## src/rtl/oled_spi_pkg.sv

```systemverilog
// Shared constants and FSM encoding for the SSD1306 SPI byte transmitter.
package oled_spi_pkg;

  localparam logic DC_CMD  = 1'b0;
  localparam logic DC_DATA = 1'b1;

  // SETUP + 8 x (LOW, HIGH) + HOLD half-periods while cs_n is low
  localparam int BYTE_PHASES = 18;

  typedef enum logic [2:0] {
    IDLE,
    SETUP,
    LOW,
    HIGH,
    HOLD,
    GAP
  } state_t;

endpackage

```

## src/rtl/oled_spi_tick_gen.sv

```systemverilog
// SCLK half-period timer: one-cycle tick every CLK_DIV cycles while run is high.
// Latency: first tick CLK_DIV cycles after clear; no backpressure.
module oled_spi_tick_gen #(
  parameter int CLK_DIV = 50
) (
  input  logic clk,
  input  logic rst,
  input  logic run,
  input  logic clear,
  output logic tick
);

  localparam int CW = (CLK_DIV > 1) ? $clog2(CLK_DIV) : 1;
  localparam logic [CW-1:0] LAST = CW'(CLK_DIV - 1);

  logic [CW-1:0] cnt;

  assign tick = run && (cnt == LAST);

  always_ff @(posedge clk) begin
    if (rst || clear) begin
      cnt <= '0;
    end else if (run) begin
      cnt <= tick ? '0 : cnt + 1'b1;
    end
  end

endmodule

```

## src/rtl/oled_spi_byte_tx.sv

```systemverilog
// Serialises one byte MSB-first onto 4-wire SPI (mode 3) for an SSD1306-class panel.
// Latency: tx_done 18*CLK_DIV+1 cycles after accept; tx_ready low from accept to end of cs_n gap.
module oled_spi_byte_tx
  import oled_spi_pkg::*;
#(
  parameter int CLK_DIV = 50,
  parameter int CS_GAP  = 1
) (
  input  logic       clk,
  input  logic       rst,
  input  logic       tx_valid,
  input  logic [7:0] tx_data,
  input  logic       tx_dc,
  output logic       tx_ready,
  output logic       tx_done,
  output logic       busy,
  output logic       cs_n,
  output logic       sclk,
  output logic       dc,
  output logic       sdin
);

  localparam int GW = (CS_GAP > 1) ? $clog2(CS_GAP) : 1;
  localparam logic [GW-1:0] GAP_LAST = GW'(CS_GAP - 1);

  state_t          state;
  logic [7:0]      shreg;
  logic [2:0]      bit_idx;
  logic [GW-1:0]   gap_cnt;
  logic            tick;
  logic            accept;

  assign accept = tx_valid && tx_ready;

  oled_spi_tick_gen #(
    .CLK_DIV (CLK_DIV)
  ) u_tick (
    .clk   (clk),
    .rst   (rst),
    .run   (busy),
    .clear (accept),
    .tick  (tick)
  );

  always_ff @(posedge clk) begin
    if (rst) begin
      state    <= IDLE;
      cs_n     <= 1'b1;
      sclk     <= 1'b1;
      sdin     <= 1'b0;
      dc       <= 1'b0;
      tx_ready <= 1'b0;
      tx_done  <= 1'b0;
      busy     <= 1'b0;
      shreg    <= '0;
      bit_idx  <= '0;
      gap_cnt  <= '0;
    end else begin
      tx_done <= 1'b0;
      case (state)
        IDLE: begin
          tx_ready <= !accept;
          if (accept) begin
            state   <= SETUP;
            busy    <= 1'b1;
            cs_n    <= 1'b0;
            sclk    <= 1'b1;
            dc      <= tx_dc;
            shreg   <= tx_data;
            sdin    <= tx_data[7];
            bit_idx <= 3'd7;
          end
        end
        SETUP: begin
          if (tick) begin
            state <= LOW;
            sclk  <= 1'b0;
          end
        end
        LOW: begin
          if (tick) begin
            state <= HIGH;
            sclk  <= 1'b1;
          end
        end
        HIGH: begin
          if (tick) begin
            if (bit_idx == 3'd0) begin
              state <= HOLD;
            end else begin
              // next bit goes out on the falling edge, a full phase before it is sampled
              state   <= LOW;
              sclk    <= 1'b0;
              bit_idx <= bit_idx - 1'b1;
              shreg   <= {shreg[6:0], 1'b0};
              sdin    <= shreg[6];
            end
          end
        end
        HOLD: begin
          if (tick) begin
            state   <= GAP;
            cs_n    <= 1'b1;
            tx_done <= 1'b1;
            gap_cnt <= '0;
          end
        end
        GAP: begin
          if (tick) begin
            if (gap_cnt == GAP_LAST) begin
              state    <= IDLE;
              busy     <= 1'b0;
              tx_ready <= 1'b1;
            end else begin
              gap_cnt <= gap_cnt + 1'b1;
            end
          end
        end
        default: state <= IDLE;
      endcase
    end
  end

endmodule

```

## config.mk

```make
export PLATFORM = sky130hd
export DESIGN_NAME = oled_spi_byte_tx
export DESIGN_NICKNAME = d
export VERILOG_FILES = /design/src/rtl/oled_spi_pkg.sv /design/src/rtl/oled_spi_tick_gen.sv /design/src/rtl/oled_spi_byte_tx.sv
export SDC_FILE = /design/constraint.sdc
export NUM_CORES = 1
export LEC_CHECK = 0
export BUFFER_PORTS_ARGS = -buffer_cell sky130_fd_sc_hd__buf_2
export CAP_MARGIN = 5
export CORE_MARGIN = 2
export CORE_UTILIZATION = 59
export CTS_CLUSTER_SIZE = 28
export DETAILED_ROUTE_END_ITERATION = 10
export PLACE_DENSITY_LB_ADDON = 0.2
export SLEW_MARGIN = 15
export SYNTH_ARGS = -nofsm -noshare
export SYNTH_HDL_FRONTEND = slang
export SYNTH_SLANG_ARGS = --single-unit
```

## constraint.sdc

```tcl
create_clock -name clk -period 2.8 [get_ports clk]
set_input_delay 0.42 -clock clk [delete_from_list [all_inputs] [get_ports clk]]
set_output_delay 0.42 -clock clk [all_outputs]
set_load 0.1 [all_outputs]
```

==> flow_metrics.env, run 1 <==
export IMPL_die_h_um=51.0
export IMPL_antenna_cells=0
export IMPL_avgSynthCellArea_um2=8.63
export IMPL_cts_setup_buffers=0
export IMPL_use_met1_pct=30.7
export IMPL_synth_cells=151
export IMPL_fin_crit_ns=2.18
export IMPL_num_io_pins=19
export IMPL_rsz0062_at_grt="no"
export IMPL_dr_pass1_iters=4
export IMPL_fmax_mhz=459
export IMPL_finalNetCount=182
export IMPL_synth_warnings=0
export IMPL_cts_buffer_depth=2
export IMPL_status="complete, no violations"
export IMPL_cp_cell_sequence="nand3b_1, o32a_4, nor2_1, a311oi_1"
export IMPL_rows=17
export IMPL_met2_usage_pct=37.4
export IMPL_p_per_area_nw_per_um2=517
export IMPL_relSlewSlack_pct=57.2
export IMPL_synth_area_um2=1300
export IMPL_fp_dieW_um=51.0
export IMPL_synth_cell_types=40
export IMPL_gp_congestion=0.810
export IMPL_die_area_um2=2600
export IMPL_critPathMaxStageDelay_ns=0.61
export IMPL_coreArea_um2=2150
export IMPL_startpoint_type="flip-flop"
export IMPL_drtIter0Drc=22
export IMPL_wirelength_um=2680
export IMPL_grtUsageTotal_pct=23.0
export IMPL_cts_sinks=26
export IMPL_wl_per_cell_um=13.9
export IMPL_drive_gt1_share_pct=16.4
export IMPL_grt_max_degree=23
export IMPL_tns_ns=0
export IMPL_drv_cap=0
export IMPL_cts_root_buf="clkbuf_4"
export IMPL_start_util_pct=60.7
export IMPL_overflow=0
export IMPL_period_share_pct=77.9
export IMPL_critPathArrivalTime_ns=2.36
export IMPL_grt_pass1_wl_um=4630
export IMPL_cts_tree="done"
export IMPL_drv_slew=0
export IMPL_min_path_type="in2reg"
export IMPL_vias=1161
export IMPL_worstSetupEndpointType="flip-flop"
export IMPL_htreeDepth=1
export IMPL_cts_inserted_buffers=3
export IMPL_cp_required_ns=2.98
export IMPL_skew_ns=0.00618
export IMPL_synth_seq_area_share_pct=39.9
export IMPL_drc_errors=0
export IMPL_syn_nets=167
export IMPL_clk_pin_slew_worst_paths_ns=0.13
export IMPL_hold_violations=0
export IMPL_vias_per_cell=6.02
export IMPL_worstPathMaxFanout=13
export IMPL_antenna_left=0
export IMPL_area_growth_pct=9.60
export IMPL_cts_hold_buf=0
export IMPL_busiest_layer="met2"
export IMPL_worstMarginPinSlew_ns=0.637
export IMPL_worstSkewPairLatency_ns=0.32
export IMPL_p_leak_nw=0.529
export IMPL_antenna_found_initial=0
export IMPL_setup_viol=0
export IMPL_cp_slowest_cell="dfxtp_1"
export IMPL_grtUsageMet3_pct=3.22
export IMPL_critPathKind="reg2reg"
export IMPL_cts_repair_resized=0
export IMPL_portBuffers=18
export IMPL_ir_drop_v=0.000301
export IMPL_regToRegSetupSlack_ns=0.62
export IMPL_dp_hpwl_um=1920
export IMPL_hold_slack_ns=0.324
export IMPL_grt_pass1_vias=1078
export IMPL_ys_ff_latch=26
## final timing paths
| check | start | endpoint | cells past startpoint |
|---|---|---|---|
| worst min-delay path | tx_data[0] | shreg[0]$_SDFFE_PP0P_ | 3 |
| worst max-delay path | state[0]$_SDFFE_PP0P_ | sdin$_SDFFE_PP0P_ | 4 |
| worst min register to register | dc$_SDFFE_PP0P_ | dc$_SDFFE_PP0P_ | 2 |
| worst max register to register | state[0]$_SDFFE_PP0P_ | sdin$_SDFFE_PP0P_ | 4 |
## cell usage in the layout (no fill, tap or decap), types with 2 or more instances in the layout
cell | netlist | layout
dfxtp_1 | 26 | 26
nand2_1 | 23 | 23
buf_2 | 5 | 18
a21oi_1 | 16 | 16
nor2_1 | 10 | 10
a311oi_1 | 9 | 9
nor3_1 | 6 | 6
inv_1 | 5 | 5
nand2b_1 | 4 | 4
ha_1 | 4 | 4
o21ai_0 | 3 | 3
xor2_1 | 3 | 3
clkbuf_4 | 0 | 3
nand4_1 | 2 | 2
mux2i_1 | 2 | 2
nand3b_1 | 2 | 2
nor2b_1 | 2 | 2
and3b_1 | 2 | 2
nor4_1 | 2 | 2
a211oi_1 | 2 | 2
## cell usage after synthesis (all sizes together)
library cell | count | area (um2)
dfxtp | 26 | 521
nand2 | 23 | 86.3
a21oi | 16 | 80.1
nor2 | 10 | 37.5
a311oi | 9 | 78.8
nor3 | 6 | 30.0
buf | 5 | 25.0
inv | 5 | 18.8
ha | 4 | 50.1
nand2b | 4 | 25.0
o21ai | 4 | 20.0
clkbuf | 3 | 11.3
xor2 | 3 | 26.3
a2111oi | 2 | 25.0
a211oi | 2 | 15.0
and3b | 2 | 17.5
mux2i | 2 | 20.0
nand3b | 2 | 15.0
nand4 | 2 | 12.5
nor2b | 2 | 12.5
nor4 | 2 | 12.5
a211o | 1 | 8.76
a21o | 1 | 7.51
a221oi | 1 | 8.76
a31oi | 1 | 6.26
and2 | 1 | 6.26
and4bb | 1 | 12.5
nand4b | 1 | 8.76
nand4bb | 1 | 11.3
o21a | 1 | 7.51
o31a | 1 | 8.76
o31ai | 1 | 7.51
o32a | 1 | 22.5
o32ai | 1 | 16.3
or2 | 1 | 8.76
or3 | 1 | 6.26
or4 | 1 | 7.51
xnor2 | 1 | 8.76
## stage by stage
step / cells / setup WS (ns) / instance area (um2) / power (W) / utilization [%]
4_1_cts: 193 / 0.653 / 1430 / 0.000746 / 66.5
6_report: 193 / 0.620 / 1430 / 0.000739 / 66.5
2_1_floorplan: 151 / 0.419 / 1300 / 0.000532 / -
3_5_place_dp: 189 / 0.713 / 1390 / 0.000562 / 64.8
3_3_place_gp: 189 / 0.810 / 1390 / 0.000558 / 64.8
5_1_grt: 193 / 0.436 / 1430 / 0.000774 / 66.5
## flip-flops by register name (all words and copies together) (netlist names)
name	count
sdin	1
shreg	7
dc	1
tx_ready	1
tx_done	1
bit_idx	3
u_tick.cnt	6
busy	1
sclk	1
cs_n	1
state	3
## kinds of logic after synthesis
| kind of cell | Yosys count | share of synthesized area (%) |
|---|---|---|
| multiplexers | 2 | 1.54 |
| flip-flops | 26 | 39.9 |
| AND/OR/NAND/NOR | 60 | 23.8 |
| AO/OA/AOI/OAI | 42 | 24.0 |
| adder cells (fa/ha/maj) | 4 | 3.84 |
| XOR/XNOR | 4 | 2.69 |
| buffers and inverters | 13 | 4.22 |
## critical path: cells and delay by family, from the launching register on
kind	cells	cell delay, ns
AO/OA/AOI/OAI	2	0.54
flip-flops	1	0.61
AND/OR/NAND/NOR	2	0.90
## metal layers
metal	wire (um)	share of wire (%)
met1	1260	47
met2	1280	48
met3	105	3.9
met4	38	1.4
met5	0	0
## report_power, final
part	internal, W	switching, W	leakage (nW)	total (W)
clock	0.0000795	0.000106	0.0210	0.000185
combinational	0.0000463	0.0000974	0.296	0.000144
sequential	0.000391	0.0000191	0.212	0.000410
total	0.000517	0.000222	0.529	0.000739
## cell type report
cell class,instances,area [um2]
Tap cell,28,35.0
Inverter,5,18.8
Clock buffer,4,36.3
Timing Repair Buffer,18,90.1
Fill cell,196,719
Sequential cell,26,520
Multi-Input combinational cell,112,728
No activity file was read; power rests on OpenSTA's default activity.
==> run 2: changes to the inputs <==
--- a/config.mk
+++ b/config.mk
@@ -8,7 +8,7 @@
 export BUFFER_PORTS_ARGS = -buffer_cell sky130_fd_sc_hd__buf_2
 export CAP_MARGIN = 5
 export CORE_MARGIN = 2
-export CORE_UTILIZATION = 59
+export CORE_UTILIZATION = 55
 export CTS_CLUSTER_SIZE = 28
 export DETAILED_ROUTE_END_ITERATION = 10
 export PLACE_DENSITY_LB_ADDON = 0.2
==> constraint.sdc (replaced) <==
create_clock -name clk -period 2.1 [get_ports clk]
set_input_delay 0.315 -clock clk [delete_from_list [all_inputs] [get_ports clk]]
set_output_delay 0.315 -clock clk [all_outputs]
set_load 0.1 [all_outputs]
==> flow_metrics.env, run 2 (synthesis results as in run 1) <==
export IMPL_status="complete, no violations"
export IMPL_cts_inserted_buffers=3
export IMPL_regToRegSetupSlack_ns=0.19
export IMPL_r2r_end="bit_idx[2]$_SDFFE_PP0P_"
export IMPL_final_cell_mix="dfxtp_1, nand2_1, buf_2, a21oi_1, nor2_1"
export IMPL_top_regs="shreg: 7 flops, u_tick.cnt: 6 flops"
export IMPL_num_io_pins=19
export IMPL_portBuffers=18
export IMPL_drv_slew=0
export IMPL_hold_depth=3
export IMPL_wirelength_um=2780
export IMPL_total_power_w=0.000951
export IMPL_setup_viol=0
export IMPL_fin_crit_ns=1.91
export IMPL_critPathKind="reg2reg"
export IMPL_holdPathEnd="shreg[0]$_SDFFE_PP0P_"
export IMPL_area_growth_pct=11.6
export IMPL_hp_start="tx_data[0]"
export IMPL_dr_pass1_iters=4
export IMPL_fin_util_pct=65.2
export IMPL_fmax_mhz=523
export IMPL_overflow=0
export IMPL_grt_pass1_vias=1094
export IMPL_worstSetupEndpointType="flip-flop"
export IMPL_rows=17
export IMPL_grt_max_degree=23
export IMPL_die_area_um2=2780
export IMPL_fp_dieW_um=52.7
export IMPL_gp_congestion=0.815
export IMPL_largest_reg_flops=7
export IMPL_cts_sinks=26
export IMPL_worstPathMaxFanout=13
export IMPL_drtIter0Drc=40
export IMPL_htreeDepth=1
export IMPL_clk_pin_slew_worst_paths_ns=0.12
export IMPL_cts_buffer_depth=2
export IMPL_period_share_pct=91.0
export IMPL_vias_per_cell=5.99
export IMPL_post_place_cells=194
export IMPL_worstSkewPairLatency_ns=0.31
export IMPL_tns_ns=0
export IMPL_drive_gt1_share_pct=19.5
export IMPL_hold_slack_ns=0.249
export IMPL_ir_drop_v=0.000439
export IMPL_start_util_pct=58.4
export IMPL_antenna_left=0
export IMPL_cts_repair_resized=0
export IMPL_antenna_cells=0
export IMPL_finalNetCount=187
export IMPL_hold_violations=0
export IMPL_timing_rr_start="state[1]$_SDFFE_PP0P_"
export IMPL_drc_errors=0
export IMPL_cts_hold_buf=0
export IMPL_vias=1181
export IMPL_p_per_area_nw_per_um2=653
export IMPL_final_common_cell="dfxtp_1"
export IMPL_drv_cap=0
export IMPL_p_leak_nw=0.548
export IMPL_rsz0062_at_grt="no"
export IMPL_fill_cells=200
export IMPL_relSlewSlack_pct=55.4
export IMPL_antenna_found_initial=0
export IMPL_die_h_um=52.7
export IMPL_critPathArrivalTime_ns=2.15
export IMPL_cp_required_ns=2.34
export IMPL_crit_start="state[1]$_SDFFE_PP0P_"
export IMPL_regMostFlops="shreg"
export IMPL_rr_worst_depth=4
export IMPL_grt_pass1_wl_um=4740
export IMPL_wl_per_cell_um=14.1
export IMPL_grtUsageTotal_pct=22.6
export IMPL_layoutNonFillerInstCount=197
export IMPL_coreArea_um2=2230
export IMPL_cts_root_buf="clkbuf_4"
export IMPL_worstMarginPinSlew_ns=0.665
export IMPL_skew_ns=0.0149
export IMPL_dp_hpwl_um=2030
export IMPL_min_path_type="in2reg"
export IMPL_startpoint_type="flip-flop"
export IMPL_cts_tree="done"
-- run 2: cell types whose count changed in the layout (fill, tap and decap cells not counted) --
| cell | before | now |
|---|---|---|
| dfxtp_2 | 0 | 2 |
| clkbuf_8 | 1 | 0 |
| buf_4 | 0 | 5 |
| dfxtp_1 | 26 | 24 |
-- run 2: through the flow --
stage | setup slack, ns | cell area [um2]
2_1_floorplan | 0.101 | 1310
3_3_place_gp | 0.318 | 1430
3_5_place_dp | 0.212 | 1430
4_1_cts | 0.188 | 1460
5_1_grt | 0.0161 | 1460
6_report | 0.189 | 1460
-- run 2: worst max-delay path by stage --
stage / endpoint
2_1_floorplan: sclk$_SDFFE_PP1P_
3_3_place_gp: bit_idx[2]$_SDFFE_PP0P_
3_5_place_dp: bit_idx[2]$_SDFFE_PP0P_
4_1_cts: bit_idx[2]$_SDFFE_PP0P_
5_1_grt: bit_idx[2]$_SDFFE_PP0P_
6_report: bit_idx[2]$_SDFFE_PP0P_
-- run 2: metal layers --
layer / track usage, % / vias up / routed length, um / part of all wire (%)
met5: 0 / - / 0 / 0
met4: 7.69 / 0 / 17 / 0.61
met3: 3.71 / 2 / 116 / 4.2
met2: 36.9 / 31 / 1320 / 47
met1: 30.1 / 555 / 1330 / 48
li1: - / 593 / - / -
-- run 2: worst max-delay path, cell delays in order, from the launching register on --
cell      delay, ns
dfxtp_1        0.56
nand3b_1       0.32
o32a_4         0.32
or4_1          0.48
a31oi_1        0.17
-- run 2: where the power goes --
part	internal [W]	switching, W
combinational	0.0000676	0.000137
clock	0.0000669	0.000137
sequential	0.000522	0.0000204
total	0.000657	0.000294
-- run 2: final cells by class --
type	count	area, um2	share of cell area (%)
clock buffers	3	22.5	1.55
inverters	5	18.8	1.29
multi-input cells	112	728	50.0
flip-flops and latches	26	523	35.9
well taps	28	35.0	2.41
repair buffers	23	128	8.77
-- run 2: what timing repair did --
item	4_1_cts	5_1_grt
buffers inserted	0	0
endpoints found under the hold margin	0	0
setup endpoints to repair	0	1
==> run 3: changes to the inputs <==
--- a/config.mk
+++ b/config.mk
@@ -11,7 +11,8 @@
 export CORE_UTILIZATION = 55
 export CTS_CLUSTER_SIZE = 28
 export DETAILED_ROUTE_END_ITERATION = 10
-export PLACE_DENSITY_LB_ADDON = 0.2
+export PLACE_DENSITY = 0.8
+export SETUP_SLACK_MARGIN = 0.4
 export SLEW_MARGIN = 15
 export SYNTH_ARGS = -nofsm -noshare
 export SYNTH_HDL_FRONTEND = slang
==> flow_metrics.env, run 3 (synthesis results as in run 1) <==
export IMPL_status="complete, no violations"
export IMPL_wl_met1_um=1400
export IMPL_num_io_pins=19
export IMPL_area_growth_pct=22.5
export IMPL_portBuffers=18
export IMPL_total_power_w=0.000994
export IMPL_overflow=0
export IMPL_hp_start="tx_data[0]"
export IMPL_startpoint_type="flip-flop"
export IMPL_cts_root_buf="clkbuf_4"
export IMPL_vias_per_cell=6.09
export IMPL_coreArea_um2=2230
export IMPL_antenna_left=0
export IMPL_relSlewSlack_pct=62.3
export IMPL_top_regs="shreg: 7 flops, u_tick.cnt: 6 flops"
export IMPL_worstSkewPairLatency_ns=0.32
export IMPL_p_leak_nw=0.619
export IMPL_setup_viol=0
export IMPL_grtUsageTotal_pct=23.3
export IMPL_drc_errors=0
export IMPL_fmax_mhz=578
export IMPL_vias=1243
export IMPL_critPathKind="reg2reg"
export IMPL_tns_ns=0
export IMPL_drv_slew=0
export IMPL_drv_cap=0
export IMPL_period_share_pct=82.4
export IMPL_critPathArrivalTime_ns=1.98
export IMPL_dp_hpwl_um=2060
export IMPL_antenna_cells=0
export IMPL_drtIter0Drc=28
export IMPL_cts_tree="done"
export IMPL_rsz0062_at_grt="yes"
export IMPL_finalNetCount=193
export IMPL_timing_rr_start="state[2]$_SDFFE_PP0P_"
export IMPL_route_met3_wl_um=143
export IMPL_seq_area_um2=541
export IMPL_die_area_um2=2780
export IMPL_cp_required_ns=2.35
export IMPL_highest_layer="met4"
export IMPL_htreeDepth=1
export IMPL_regToRegSetupSlack_ns=0.37
export IMPL_skew_ns=0.00504
export IMPL_regMostFlops="shreg"
export IMPL_crit_start="state[2]$_SDFFE_PP0P_"
export IMPL_fp_dieW_um=52.7
export IMPL_final_common_cell="nand2_1"
export IMPL_multi_input_area_um2=803
export IMPL_min_path_type="in2reg"
export IMPL_rows=17
export IMPL_largest_reg_flops=7
export IMPL_worstMarginPinSlew_ns=0.561
export IMPL_p_per_area_nw_per_um2=623
export IMPL_dr_pass1_iters=5
export IMPL_cts_buffer_depth=2
export IMPL_grt_max_degree=23
export IMPL_fin_crit_ns=1.73
export IMPL_wl_met2_um=1490
export IMPL_drive_gt1_share_pct=31.3
export IMPL_fin_util_pct=71.5
export IMPL_cts_inserted_buffers=3
export IMPL_cts_hold_buf=0
export IMPL_worstPathMaxFanout=5
export IMPL_ir_drop_v=0.000563
export IMPL_final_cell_mix="nand2_1, dfxtp_1, buf_2, a21oi_1, buf_4"
export IMPL_clk_pin_slew_worst_paths_ns=0.14
export IMPL_start_util_pct=58.4
export IMPL_wl_per_cell_um=15.2
export IMPL_antenna_found_initial=0
export IMPL_wirelength_um=3100
export IMPL_gp_congestion=0.895
export IMPL_worstSetupEndpointType="flip-flop"
export IMPL_die_h_um=52.7
export IMPL_grt_pass1_wl_um=4870
export IMPL_fill_cells=175
export IMPL_cts_sinks=26
export IMPL_hold_violations=0
export IMPL_grt_pass1_vias=1068
[run 3: power by group]
group	internal [W]	total [W]	switching, W
clock network	0.0000696	0.000214	0.000144
registers	0.000521	0.000549	0.0000285
logic	0.0000867	0.000231	0.000145
total	0.000677	0.000994	0.000317
[run 3: worst paths after layout]
kind,endpoint,depth (start not counted)
worst min-delay path,shreg[0]$_SDFFE_PP0P_,3
worst max-delay path,bit_idx[2]$_SDFFE_PP0P_,4
worst max register to register,bit_idx[2]$_SDFFE_PP0P_,4
worst min register to register,dc$_SDFFE_PP0P_,2
[run 3: what timing repair did]
action                                  in CTS  in global routing
setup buffers                                3                  5
pin swaps                                    1                  4
endpoints found under the setup margin      11                 10
resized for setup                           12                  8
cloned                                       0                  0
hold endpoints to repair                     0                  0
[run 3: final cells by class]
| cell class | instances | area share, % |
|---|---|---|
| clock inverter | 1 | 0.235 |
| tap | 28 | 2.19 |
| multi-input combinational | 112 | 50.3 |
| clock buffer | 3 | 1.41 |
| sequential | 26 | 33.9 |
| timing repair buffer | 29 | 10.8 |
| inverter | 5 | 1.18 |
[run 3: metrics by stage]
| stage | worst slack, ns | area (um2) | hold slack [ns] | cells |
|---|---|---|---|---|
| global route | 0.340 | 1600 | 0.201 | 204 |
| finish | 0.369 | 1600 | 0.210 | 204 |
| floorplan | 0.402 | 1340 | 0.397 | 151 |
| global placement | 0.366 | 1450 | 0.441 | 192 |
| detailed placement | 0.207 | 1450 | 0.453 | 192 |
| CTS | 0.406 | 1530 | 0.208 | 199 |
[run 3: critical path, cell delays in order (launching register included)]
cell and delay [ns]:
dfxtp_4 0.37, or2_4 0.28, o32a_4 0.34, or4_4 0.48, a31oi_1 0.18
[run 3: layer usage]
metal / vias to the layer above / global-route usage (%)
met4: 0 / 8.97
met2: 35 / 36.3
met5: - / 0
met3: 9 / 3.71
li1: 604 / -
met1: 595 / 32.1
